===== src/rtl/pwm_hue_sequencer.sv =====
// pwm_hue_sequencer: walks R/G/B duty values around a six-phase hue wheel.
// One channel sits at full scale, one at zero, and the third ramps one count
// per step. Duty and phase outputs are registered from next-state values.
// Optional macro PWM_SEQ_DWELL_EN adds a hold period after each phase advance.
module pwm_hue_sequencer #(
  parameter int unsigned PWM_INTERVAL = 2000,
  parameter int unsigned STEP_TICKS   = 2000,
  parameter int unsigned DWELL_TICKS  = 1000
) (
  input  logic                              clk,
  input  logic                              rst,
  input  logic                              en,
  output logic [$clog2(PWM_INTERVAL+1)-1:0] r_duty,
  output logic [$clog2(PWM_INTERVAL+1)-1:0] g_duty,
  output logic [$clog2(PWM_INTERVAL+1)-1:0] b_duty,
  output logic [2:0]                        phase,
  output logic                              cycle_done
);

  localparam int unsigned DW = $clog2(PWM_INTERVAL + 1);
  localparam int unsigned TW = (STEP_TICKS > 1) ? $clog2(STEP_TICKS) : 1;
  localparam logic [DW-1:0] FULL      = DW'(PWM_INTERVAL);
  localparam logic [DW-1:0] RAMP_LAST = DW'(PWM_INTERVAL - 1);
  localparam logic [TW-1:0] TICK_LAST = TW'(STEP_TICKS - 1);

  // Reject configurations the counters cannot represent
  if (PWM_INTERVAL < 2 || STEP_TICKS < 1 || DWELL_TICKS < 1) begin : g_cfg_check
    $error("pwm_hue_sequencer: invalid parameter configuration");
  end

  logic [DW-1:0] r_ramp;
  logic [TW-1:0] r_tick;
  logic [2:0]    r_phase;

  logic [DW-1:0] w_ramp_nxt;
  logic [TW-1:0] w_tick_nxt;
  logic [2:0]    w_phase_nxt;
  logic          w_cycle_done_nxt;
  logic          w_in_ramp;
  logic [DW-1:0] w_up;
  logic [DW-1:0] w_dn;
  logic [DW-1:0] w_r_nxt;
  logic [DW-1:0] w_g_nxt;
  logic [DW-1:0] w_b_nxt;

`ifdef PWM_SEQ_DWELL_EN
  localparam int unsigned   DWW        = (DWELL_TICKS > 1) ? $clog2(DWELL_TICKS) : 1;
  localparam logic [DWW-1:0] DWELL_LAST = DWW'(DWELL_TICKS - 1);

  typedef enum logic {S_RAMP = 1'b0, S_DWELL = 1'b1} state_t;

  state_t         r_state;
  state_t         w_state_nxt;
  logic [DWW-1:0] r_dwell;
  logic [DWW-1:0] w_dwell_nxt;

  assign w_in_ramp = (r_state == S_RAMP);
`else
  assign w_in_ramp = 1'b1;
`endif

  // State register: counters, phase, FSM state and the registered outputs
  always_ff @(posedge clk) begin
    if (rst) begin
      r_ramp     <= '0;
      r_tick     <= '0;
      r_phase    <= 3'd0;
      r_duty     <= FULL;
      g_duty     <= '0;
      b_duty     <= '0;
      phase      <= 3'd0;
      cycle_done <= 1'b0;
`ifdef PWM_SEQ_DWELL_EN
      r_state    <= S_RAMP;
      r_dwell    <= '0;
`endif
    end else begin
      r_ramp     <= w_ramp_nxt;
      r_tick     <= w_tick_nxt;
      r_phase    <= w_phase_nxt;
      r_duty     <= w_r_nxt;
      g_duty     <= w_g_nxt;
      b_duty     <= w_b_nxt;
      phase      <= w_phase_nxt;
      cycle_done <= w_cycle_done_nxt;
`ifdef PWM_SEQ_DWELL_EN
      r_state    <= w_state_nxt;
      r_dwell    <= w_dwell_nxt;
`endif
    end
  end

  // Next state: tick prescaler, ramp/phase stepping and optional dwell hold
  always_comb begin
    w_ramp_nxt       = r_ramp;
    w_tick_nxt       = r_tick;
    w_phase_nxt      = r_phase;
    w_cycle_done_nxt = 1'b0;
`ifdef PWM_SEQ_DWELL_EN
    w_state_nxt      = r_state;
    w_dwell_nxt      = r_dwell;
    if (en && (r_state == S_DWELL)) begin
      if (r_dwell == DWELL_LAST) begin
        w_state_nxt = S_RAMP;
        w_dwell_nxt = '0;
        w_tick_nxt  = '0;
      end else begin
        w_dwell_nxt = r_dwell + DWW'(1);
      end
    end
`endif
    if (en && w_in_ramp) begin
      if (r_tick == TICK_LAST) begin
        w_tick_nxt = '0;
        if (r_ramp == RAMP_LAST) begin
          w_ramp_nxt       = '0;
          w_phase_nxt      = (r_phase == 3'd5) ? 3'd0 : r_phase + 3'd1;
          w_cycle_done_nxt = (r_phase == 3'd5);
`ifdef PWM_SEQ_DWELL_EN
          w_state_nxt      = S_DWELL;
`endif
        end else begin
          w_ramp_nxt = r_ramp + DW'(1);
        end
      end else begin
        w_tick_nxt = r_tick + TW'(1);
      end
    end
  end

  // Output map: duty triple for the next phase/ramp (ramp <= FULL-1, so dn never underflows)
  always_comb begin
    w_up    = w_ramp_nxt;
    w_dn    = FULL - w_ramp_nxt;
    w_r_nxt = FULL;
    w_g_nxt = '0;
    w_b_nxt = '0;
    case (w_phase_nxt)
      3'd0: begin w_r_nxt = FULL; w_g_nxt = w_up; w_b_nxt = '0;   end
      3'd1: begin w_r_nxt = w_dn; w_g_nxt = FULL; w_b_nxt = '0;   end
      3'd2: begin w_r_nxt = '0;   w_g_nxt = FULL; w_b_nxt = w_up; end
      3'd3: begin w_r_nxt = '0;   w_g_nxt = w_dn; w_b_nxt = FULL; end
      3'd4: begin w_r_nxt = w_up; w_g_nxt = '0;   w_b_nxt = FULL; end
      3'd5: begin w_r_nxt = FULL; w_g_nxt = '0;   w_b_nxt = w_dn; end
      default: begin w_r_nxt = FULL; w_g_nxt = '0; w_b_nxt = '0;  end
    endcase
  end

endmodule


===== config.mk =====
export PLATFORM = sky130hd
export DESIGN_NAME = pwm_hue_sequencer
export DESIGN_NICKNAME = d
export VERILOG_FILES = /design/src/rtl/pwm_hue_sequencer.sv
export SDC_FILE = /design/constraint.sdc
export NUM_CORES = 1
export LEC_CHECK = 0
export ABC_CLOCK_PERIOD_IN_PS = 5300
export CORE_MARGIN = 2
export CORE_UTILIZATION = 59
export DETAILED_ROUTE_END_ITERATION = 16
export PLACE_DENSITY = 0.91
export SYNTH_ARGS = -nofsm -noshare
export SYNTH_HDL_FRONTEND = slang
export SYNTH_SLANG_ARGS = --single-unit

===== constraint.sdc =====
create_clock -name clk -period 5.3 [get_ports clk]
set_clock_uncertainty 0.1 [all_clocks]
set_input_delay 0.53 -clock clk [delete_from_list [all_inputs] [get_ports clk]]
set_output_delay 0.53 -clock clk [all_outputs]
set_load 0.02 [all_outputs]

==> results of run 1 <==
## cell type report
class,count,area (sq um)
flip-flops and latches,59,1180
clock inverters,4,72.6
fillers,345,1190
well taps,67,83.8
inverters,5,18.8
multi-input cells,257,1690
repair buffers,40,398
clock buffers,12,155
## registers in the layout, summed over array words and instances, names as in the netlist
signal      cells
b_duty         11
g_duty         11
r_duty         11
r_ramp         11
r_tick         11
r_phase         3
cycle_done      1
## cell usage after synthesis, types with 3 or more instances
cell      instances
and2_1            3
o21ai_0          12
a21oi_1          29
nand2_1          19
ha_1              3
xor2_1            7
or3_1             4
o31a_1            3
nand4_1           6
a22oi_1           6
o22ai_1           4
a31oi_1           9
xnor2_1          12
clkbuf_1         13
nand3_1           5
and3_1            5
dfxtp_1          59
inv_1             5
nand2b_1          7
a21o_1            5
nor3_1           12
and4_1            3
nor2_1           47
a211oi_1          3
## metal layers
metal | up-vias | wire length, um
li1 | 1306 | -
met1 | 1304 | 3250
met2 | 206 | 3470
met3 | 42 | 761
met4 | 0 | 396
met5 | - | 0
## where the power goes
| part | switching (W) | internal (W) | total (W) |
|---|---|---|---|
| registers | 0.00000244 | 0.000445 | 0.000447 |
| logic | 0.0000105 | 0.00000594 | 0.0000164 |
| clock network | 0.000177 | 0.000290 | 0.000466 |
| total | 0.000190 | 0.000741 | 0.000930 |
## worst max-delay path: cells and delay by family, from the launching register on
kind	cells	cell delay [ns]
simple gates	6	1.45
compound gates	6	1.54
flops	1	0.41
fa+ha+maj	2	0.60
## cell families (layout without fill, tap and decap cells)
kind of cell,count (synthesis),after routing,share of synthesized area
compound gates,96,96,0.221
simple gates,135,135,0.265
buf+inv,20,61,0.0272
fa+ha+maj,3,3,0.0127
flops,59,59,0.401
mux,3,3,0.0119
xor+xnor,20,20,0.0619
## worst paths after layout
check | end | slack, ns | cells past startpoint
worst min-delay path | r_tick[9]$_SDFFE_PP0P_ | 0.42 | 2
worst max-delay path | g_duty[8]$_SDFF_PP0_ | 1.08 | 14
worst max register to register | g_duty[8]$_SDFF_PP0_ | 1.08 | 14
worst min register to register | r_tick[9]$_SDFFE_PP0P_ | 0.42 | 2
## metrics by stage
stage | hold slack, ns | total power, W | area, sq um
2_1_floorplan | 0.367 | 0.000469 | 2950
3_3_place_gp | 0.380 | 0.000473 | 3370
3_5_place_dp | 0.392 | 0.000473 | 3370
4_1_cts | 0.411 | 0.000933 | 3600
5_1_grt | 0.440 | 0.000951 | 3600
6_report | 0.416 | 0.000930 | 3600
==> out/results.txt, run 1 <==
Post-synth top area cell -> dfxtp_1
Met1 Use GR -> 0.387
Top cell type's share of synthesized area -> 0.401
Leakage -> 1.28 nW
Die Wd -> 74.7 um
FFs w/ async S/R, synth -> 0
Synth warnings -> 0
Layout Cells excl Fill -> 444
Routed wire length -> 7.88 mm
Die Ht -> 74.7 um
Fin nets -> 378
Avg Inst Size Synth -> 8.78 sq um
Total grt overflow -> 0
Slew headroom -> 0.452
Post-CTS setup buffers -> 0
P per Cell Area -> 259 nW/um^2
Post-synthesis cell count -> 336
Dpl hpwl -> 5.36 mm
Setup violators final -> 0
CP Cell Sequence -> ha_1 > nand3_2 > nor4_2 > nor3_1 > a21oi_1 > ha_1 > or3b_2 > a41oi_1 > a41oi_1 > a211oi_2 > nor3_4 > a21o_1 > a211oi_1 > nor2_1
CTS tree -> done
Vias in the first global route -> 2627
Slowest cell delay on critical path -> 0.54 ns
Initial DRT Pass Iterations -> 6
Worst r2r src -> r_ramp[0]$_SDFF_PP0_
Hold_sp -> r_tick[9]$_SDFFE_PP0P_
Status -> complete, no violations
Post-synth cell types -> 67
Post-synthesis sequential area ratio -> 0.401
Yosys reg bits -> 59
Longest Clk Path Bufs -> 2
CP max FO -> 6
Number of cells after detailed placement -> 428
Tmin final -> 4.22 ns
Clock Sinks -> 59
Critical Path Source Type -> register
PortBufs -> 39
Layer with the highest usage -> met2
Wire length of the first global-routing pass -> 12.5 mm
Routability congestion estimate -> 0.966
Worst path arrival time -> 4.35 ns
CTS Buf Count -> 9
Maximum VDD drop -> 233 uV
Critical Path RT -> 5.42 ns
Wire per inst -> 17.8 um
Most common cell after layout, fill and taps aside -> dfxtp_1
Largest net degree at the start of global routing -> 32
Layout cells sized above 1 -> 0.103
Worst hold-check path type -> register to register
Part of the cycle the worst path needs -> 0.797
Critical Path Start -> r_ramp[0]$_SDFF_PP0_
IO Pins -> 40
Final antenna-violating net count -> 0
RSZ-0062 raised after global routing -> no
Total die area -> 5580 sq um
Global-route met2 utilization -> 0.443
Predominant post-synthesis flop cell -> dfxtp_1
Worst-Margin Slew -> 0.817 ns
Clk slew on worst S/H paths -> 0.07 ns
Most frequent cells in the layout -> 59 x dfxtp_1, 47 x nor2_1, 39 x clkdlybuf4s50_1
Crit path capture type -> register
Slew Limit Fails -> 0
Max_cap viols -> 0
# hold bufs at CTS -> 0
Total track usage -> 0.301
Layout Utilization -> 0.752
Area Overhead vs Synth -> 22.0%
Worst Setup Path Type -> register to register
# DRC -> 0
Setup ws final -> 1.08 ns
CP max stage cell -> nor4_2
Syn_nets -> 342
Post-CTS Resized -> 0
Antenna violations before repair -> 0
Place WS -> 0.875 ns
Final hold vios -> 0
Setup_tns -> 0 ns
Max Fclk -> 237 MHz
DRT iter0 DRCs -> 429
Ranking of synthesized cells by area -> dfxtp_1 40%, nor2_1 6.0%, a21oi_1 4.9%, xnor2_1 3.6%, nand2_1 2.4%
Starting Density -> 0.616
Core Region -> 4790 sq um
Via density -> 6.44
Clock Latency Late Sink -> 0.35 ns
M3 GR Usage -> 0.0924
Row cnt -> 25
Vias -> 2858
Clock root cell -> clkbuf_8
Number of synthesized flops with an enable pin -> 0
Mapped Area -> 2950 sq um
H-tree depth -> 3
# diodes -> 0
(Power assumes the default switching activity.)
==> run 2: changes to the inputs <==
==> config.mk (replaced) <==
export PLATFORM = sky130hd
export DESIGN_NAME = pwm_hue_sequencer
export DESIGN_NICKNAME = d
export VERILOG_FILES = /design/src/rtl/pwm_hue_sequencer.sv
export SDC_FILE = /design/constraint.sdc
export NUM_CORES = 1
export LEC_CHECK = 0
export ABC_CLOCK_PERIOD_IN_PS = 4420
export CORE_MARGIN = 2
export CORE_UTILIZATION = 55
export DETAILED_ROUTE_END_ITERATION = 16
export PLACE_DENSITY = 0.86
export SYNTH_ARGS = -nofsm -noshare
export SYNTH_HDL_FRONTEND = slang
export SYNTH_SLANG_ARGS = --single-unit
==> constraint.sdc (replaced) <==
create_clock -name clk -period 4.42 [get_ports clk]
set_clock_uncertainty 0.1 [all_clocks]
set_input_delay 0.442 -clock clk [delete_from_list [all_inputs] [get_ports clk]]
set_output_delay 0.442 -clock clk [all_outputs]
set_load 0.02 [all_outputs]
==> out/results.txt, run 2 (same netlist as run 1, synthesis figures left out) <==
PortBufs -> 39
Crit path capture type -> register
Clock Sinks -> 59
Slew headroom -> 0.423
Most common cell after layout, fill and taps aside -> dfxtp_1
Clk slew on worst S/H paths -> 0.07 ns
Vias -> 2819
Final hold vios -> 0
Largest net degree at the start of global routing -> 31
Starting Density -> 0.574
Dpl hpwl -> 5.53 mm
Maximum VDD drop -> 261 uV
# hold bufs at CTS -> 0
Vias in the first global route -> 2579
Area Overhead vs Synth -> 22.0%
Post-CTS setup buffers -> 0
Max_cap viols -> 0
Layout Cells excl Fill -> 450
Clock Latency Late Sink -> 0.35 ns
Tmin final -> 3.90 ns
Worst hold-check path type -> register to register
Final antenna-violating net count -> 0
Leakage -> 1.27 nW
Setup violators final -> 0
Worst-Margin Slew -> 0.859 ns
IO Pins -> 40
Total die area -> 5960 sq um
Clock root cell -> clkbuf_8
Die Ht -> 77.2 um
CTS tree -> done
H-tree depth -> 3
DRT iter0 DRCs -> 449
Hold Path Cell Cnt -> 2
Max Fclk -> 256 MHz
Area post-placement -> 3400 sq um
Fin nets -> 381
Die Wd -> 77.2 um
Multi-input gate area -> 1690 sq um
CP max FO -> 6
Longest Clk Path Bufs -> 2
Part of the cycle the worst path needs -> 0.883
Finished Cell Area -> 3600 sq um
# diodes -> 0
Routed wire length -> 7.91 mm
Routability congestion estimate -> 0.942
Most frequent cells in the layout -> 59 x dfxtp_1, 47 x nor2_1, 39 x clkdlybuf4s50_1
Fill count -> 420
Total track usage -> 0.276
Row cnt -> 26
CTS Buf Count -> 9
Wire length of the first global-routing pass -> 12.8 mm
Worst Setup Path Type -> register to register
RSZ-0062 raised after global routing -> no
Status -> complete, no violations
Total grt overflow -> 0
Worst path arrival time -> 4.02 ns
Number of cells after detailed placement -> 434
Antenna violations before repair -> 0
Slew Limit Fails -> 0
Setup_tns -> 0 ns
Sequential cell area -> 1180 sq um
Wire per inst -> 17.6 um
R2r worst-path depth -> 15
Critical Path RT -> 4.54 ns
Layout cells sized above 1 -> 0.113
Critical Path Source Type -> register
Core Region -> 5140 sq um
Initial DRT Pass Iterations -> 5
Via density -> 6.26
P per Cell Area -> 293 nW/um^2
# DRC -> 0
Post-CTS Resized -> 0
-- run 2: cell count changes in the layout (fill, tap and decap cells not counted), sizes merged --
cell      before  now
clkinvlp       1    4
bufinv         2    1
clkbuf        12   10
buf            1    4
-- run 2: cell type report --
class,count,area share
Clock inverter,6,0.0181
Clock buffer,10,0.0382
Tap cell,70,0.0243
Sequential cell,59,0.328
Multi-Input combinational cell,257,0.469
Inverter,5,0.00522
Timing Repair Buffer,43,0.117
-- run 2: worst paths after layout --
path                                              from                endpoint  slack (ns)
worst min-delay path            r_tick[8]$_SDFFE_PP0P_  r_tick[8]$_SDFFE_PP0P_        0.43
worst max-delay path              r_ramp[0]$_SDFF_PP0_    g_duty[6]$_SDFF_PP0_        0.52
worst min register to register  r_tick[8]$_SDFFE_PP0P_  r_tick[8]$_SDFFE_PP0P_        0.43
worst max register to register    r_ramp[0]$_SDFF_PP0_    g_duty[6]$_SDFF_PP0_        0.52
-- run 2: worst max-delay path, cell delays in order (launching register included) --
cell and delay (ns):
dfxtp_1 0.41, ha_1 0.23, nand3_2 0.17, nor4_2 0.26, buf_4 0.18, nor3_1 0.05
a21oi_1 0.29, ha_1 0.34, or3b_2 0.47, a41oi_1 0.18, a41oi_1 0.11, a211oi_2 0.40
xnor2_1 0.21, nor2_1 0.07, a211oi_1 0.24, nor2_1 0.06
-- run 2: per-layer routing --
layer / routed length, um / up-vias / global-route usage
met5: 0 / - / 0
met4: 314 / 0 / 0.170
met3: 666 / 36 / 0.0506
met2: 3530 / 186 / 0.415
met1: 3400 / 1290 / 0.365
li1: - / 1307 / -
-- run 2: where the power goes --
| part | internal, W | switching (W) |
|---|---|---|
| clock | 0.000274 | 0.000225 |
| sequential | 0.000533 | 0.00000265 |
| combinational | 0.00000781 | 0.0000130 |
| total | 0.000815 | 0.000241 |
-- run 2: metrics by stage --
step                 util  power [W]  setup WS (ns)  hold WS [ns]
global route        0.700    0.00109          0.209         0.463
detailed placement  0.661   0.000568          0.368         0.409
CTS                 0.700    0.00106          0.567         0.421
floorplan               -   0.000562          0.930         0.367
global placement    0.661   0.000568          0.443         0.384
finish              0.700    0.00106          0.518         0.432
==> run 3: changes to the inputs <==
--- a/config.mk
+++ b/config.mk
@@ -6,10 +6,12 @@
 export NUM_CORES = 1
 export LEC_CHECK = 0
 export ABC_CLOCK_PERIOD_IN_PS = 4420
+export CAP_MARGIN = 20
 export CORE_MARGIN = 2
 export CORE_UTILIZATION = 55
 export DETAILED_ROUTE_END_ITERATION = 16
 export PLACE_DENSITY = 0.86
+export SETUP_SLACK_MARGIN = 0.3
 export SYNTH_ARGS = -nofsm -noshare
 export SYNTH_HDL_FRONTEND = slang
 export SYNTH_SLANG_ARGS = --single-unit
==> out/results.txt, run 3 (same netlist as run 1, synthesis figures left out) <==
Initial DRT Pass Iterations -> 5
Post-CTS setup buffers -> 0
Crit path capture type -> register
Delay-heaviest family, CP -> compound AO/OA/AOI/OAI gates
Final antenna-violating net count -> 0
Place WS -> 0.368 ns
CP Cell Sequence -> ha_1 > nand3_2 > nor4_2 > buf_4 > nor2_1 > a22o_1 > inv_1 > ha_2 > or3b_2 > a41oi_1 > a41oi_1 > a211oi_2 > xnor2_1 > nor2_1 > a211oi_1 > nor2_1
Via density -> 6.31
DRT iter0 DRCs -> 449
Critical Path RT -> 4.54 ns
Slowest cell delay on critical path -> 0.46 ns
# diodes -> 0
Max Fclk -> 262 MHz
Most frequent cells in the layout -> 59 x dfxtp_1, 47 x nor2_1, 39 x clkdlybuf4s50_1
Setup_tns -> 0 ns
CP max FO -> 6
Antenna violations before repair -> 0
Worst-Margin Slew -> 0.842 ns
CTS tree -> done
Fill count -> 417
CP max stage cell -> or3b_2
Routability congestion estimate -> 0.942
Starting Density -> 0.574
Longest Clk Path Bufs -> 2
Slew headroom -> 0.435
Die Ht -> 77.2 um
Worst path arrival time -> 3.93 ns
Layout cells sized above 1 -> 0.118
Worst Setup Path Type -> register to register
Core Region -> 5140 sq um
Total track usage -> 0.276
Routed wire length -> 7.86 mm
Part of the cycle the worst path needs -> 0.863
P per Cell Area -> 293 nW/um^2
Maximum VDD drop -> 256 uV
Clock Latency Late Sink -> 0.35 ns
Most common cell after layout, fill and taps aside -> dfxtp_1
Worst hold-check path type -> register to register
Multi-input gate area -> 1690 sq um
Buf/Inv on CP -> 2
Clock root cell -> clkbuf_8
Tmin final -> 3.81 ns
Area post-placement -> 3400 sq um
Max_cap viols -> 0
Fin nets -> 381
Total die area -> 5960 sq um
Row cnt -> 26
Wire per inst -> 17.5 um
Power Total -> 0.00106 W
Wire length of the first global-routing pass -> 12.8 mm
Setup violators final -> 0
Dpl hpwl -> 5.53 mm
Area Overhead vs Synth -> 22.2%
PortBufs -> 39
Vias in the first global route -> 2579
Total grt overflow -> 0
CTS Buf Count -> 9
IO Pins -> 40
Vias -> 2839
Die Wd -> 77.2 um
Critical Path Source Type -> register
Setup ws final -> 0.606 ns
RSZ-0062 raised after global routing -> no
Finished Cell Area -> 3600 sq um
Fin Hold WS -> 0.430 ns
Most frequent CP cell -> nor2_1
Leakage -> 1.28 nW
H-tree depth -> 3
Clk slew on worst S/H paths -> 0.07 ns
Final hold vios -> 0
Status -> complete, no violations
Largest net degree at the start of global routing -> 31
Slew Limit Fails -> 0
# DRC -> 0
Sequential cell area -> 1180 sq um
Clock Sinks -> 59
run 3: what timing repair did:
action | 4_1_cts | 5_1_grt
setup endpoints to repair | 0 | 4
resized for setup | 0 | 2
hold buffers | 0 | 0
run 3: cell type report:
class,instances,area share
Multi-Input combinational cell,257,0.470
Sequential cell,59,0.328
Timing Repair Buffer,43,0.117
Clock buffer,10,0.0382
Tap cell,70,0.0243
Clock inverter,6,0.0180
Inverter,5,0.00521
run 3: metal layers:
metal  GRT usage  vias to the layer above  share of wire
met5           0                        -              0
met4       0.170                        0          0.042
met3      0.0506                       34          0.085
met2       0.415                      189           0.44
met1       0.365                     1308           0.43
li1            -                     1308              -
run 3: tightest hold or removal path, delay by kind of cell, from the launching register on:
kind / cells / cell delay [ns]
AOI/OAI and AO/OA: 2 / 0.14
DFF: 1 / 0.34
run 3: report_power, final:
part | internal [W] | switching (W)
logic | 0.00000780 | 0.0000127
registers | 0.000533 | 0.00000266
clock network | 0.000274 | 0.000226
run 3: stage by stage:
step | util | cells
6_report | 0.701 | 450
2_1_floorplan | - | 336
3_5_place_dp | 0.661 | 434
5_1_grt | 0.701 | 450
4_1_cts | 0.700 | 450
3_3_place_gp | 0.661 | 434
run 3: worst paths after layout:
path	start	slack (ns)	end	depth (start not counted)
max	r_ramp[0]$_SDFF_PP0_	0.61	g_duty[6]$_SDFF_PP0_	16
min	r_tick[8]$_SDFFE_PP0P_	0.43	r_tick[8]$_SDFFE_PP0P_	2
min reg2reg	r_tick[8]$_SDFFE_PP0P_	0.43	r_tick[8]$_SDFFE_PP0P_	2
max reg2reg	r_ramp[0]$_SDFF_PP0_	0.61	g_duty[6]$_SDFF_PP0_	16
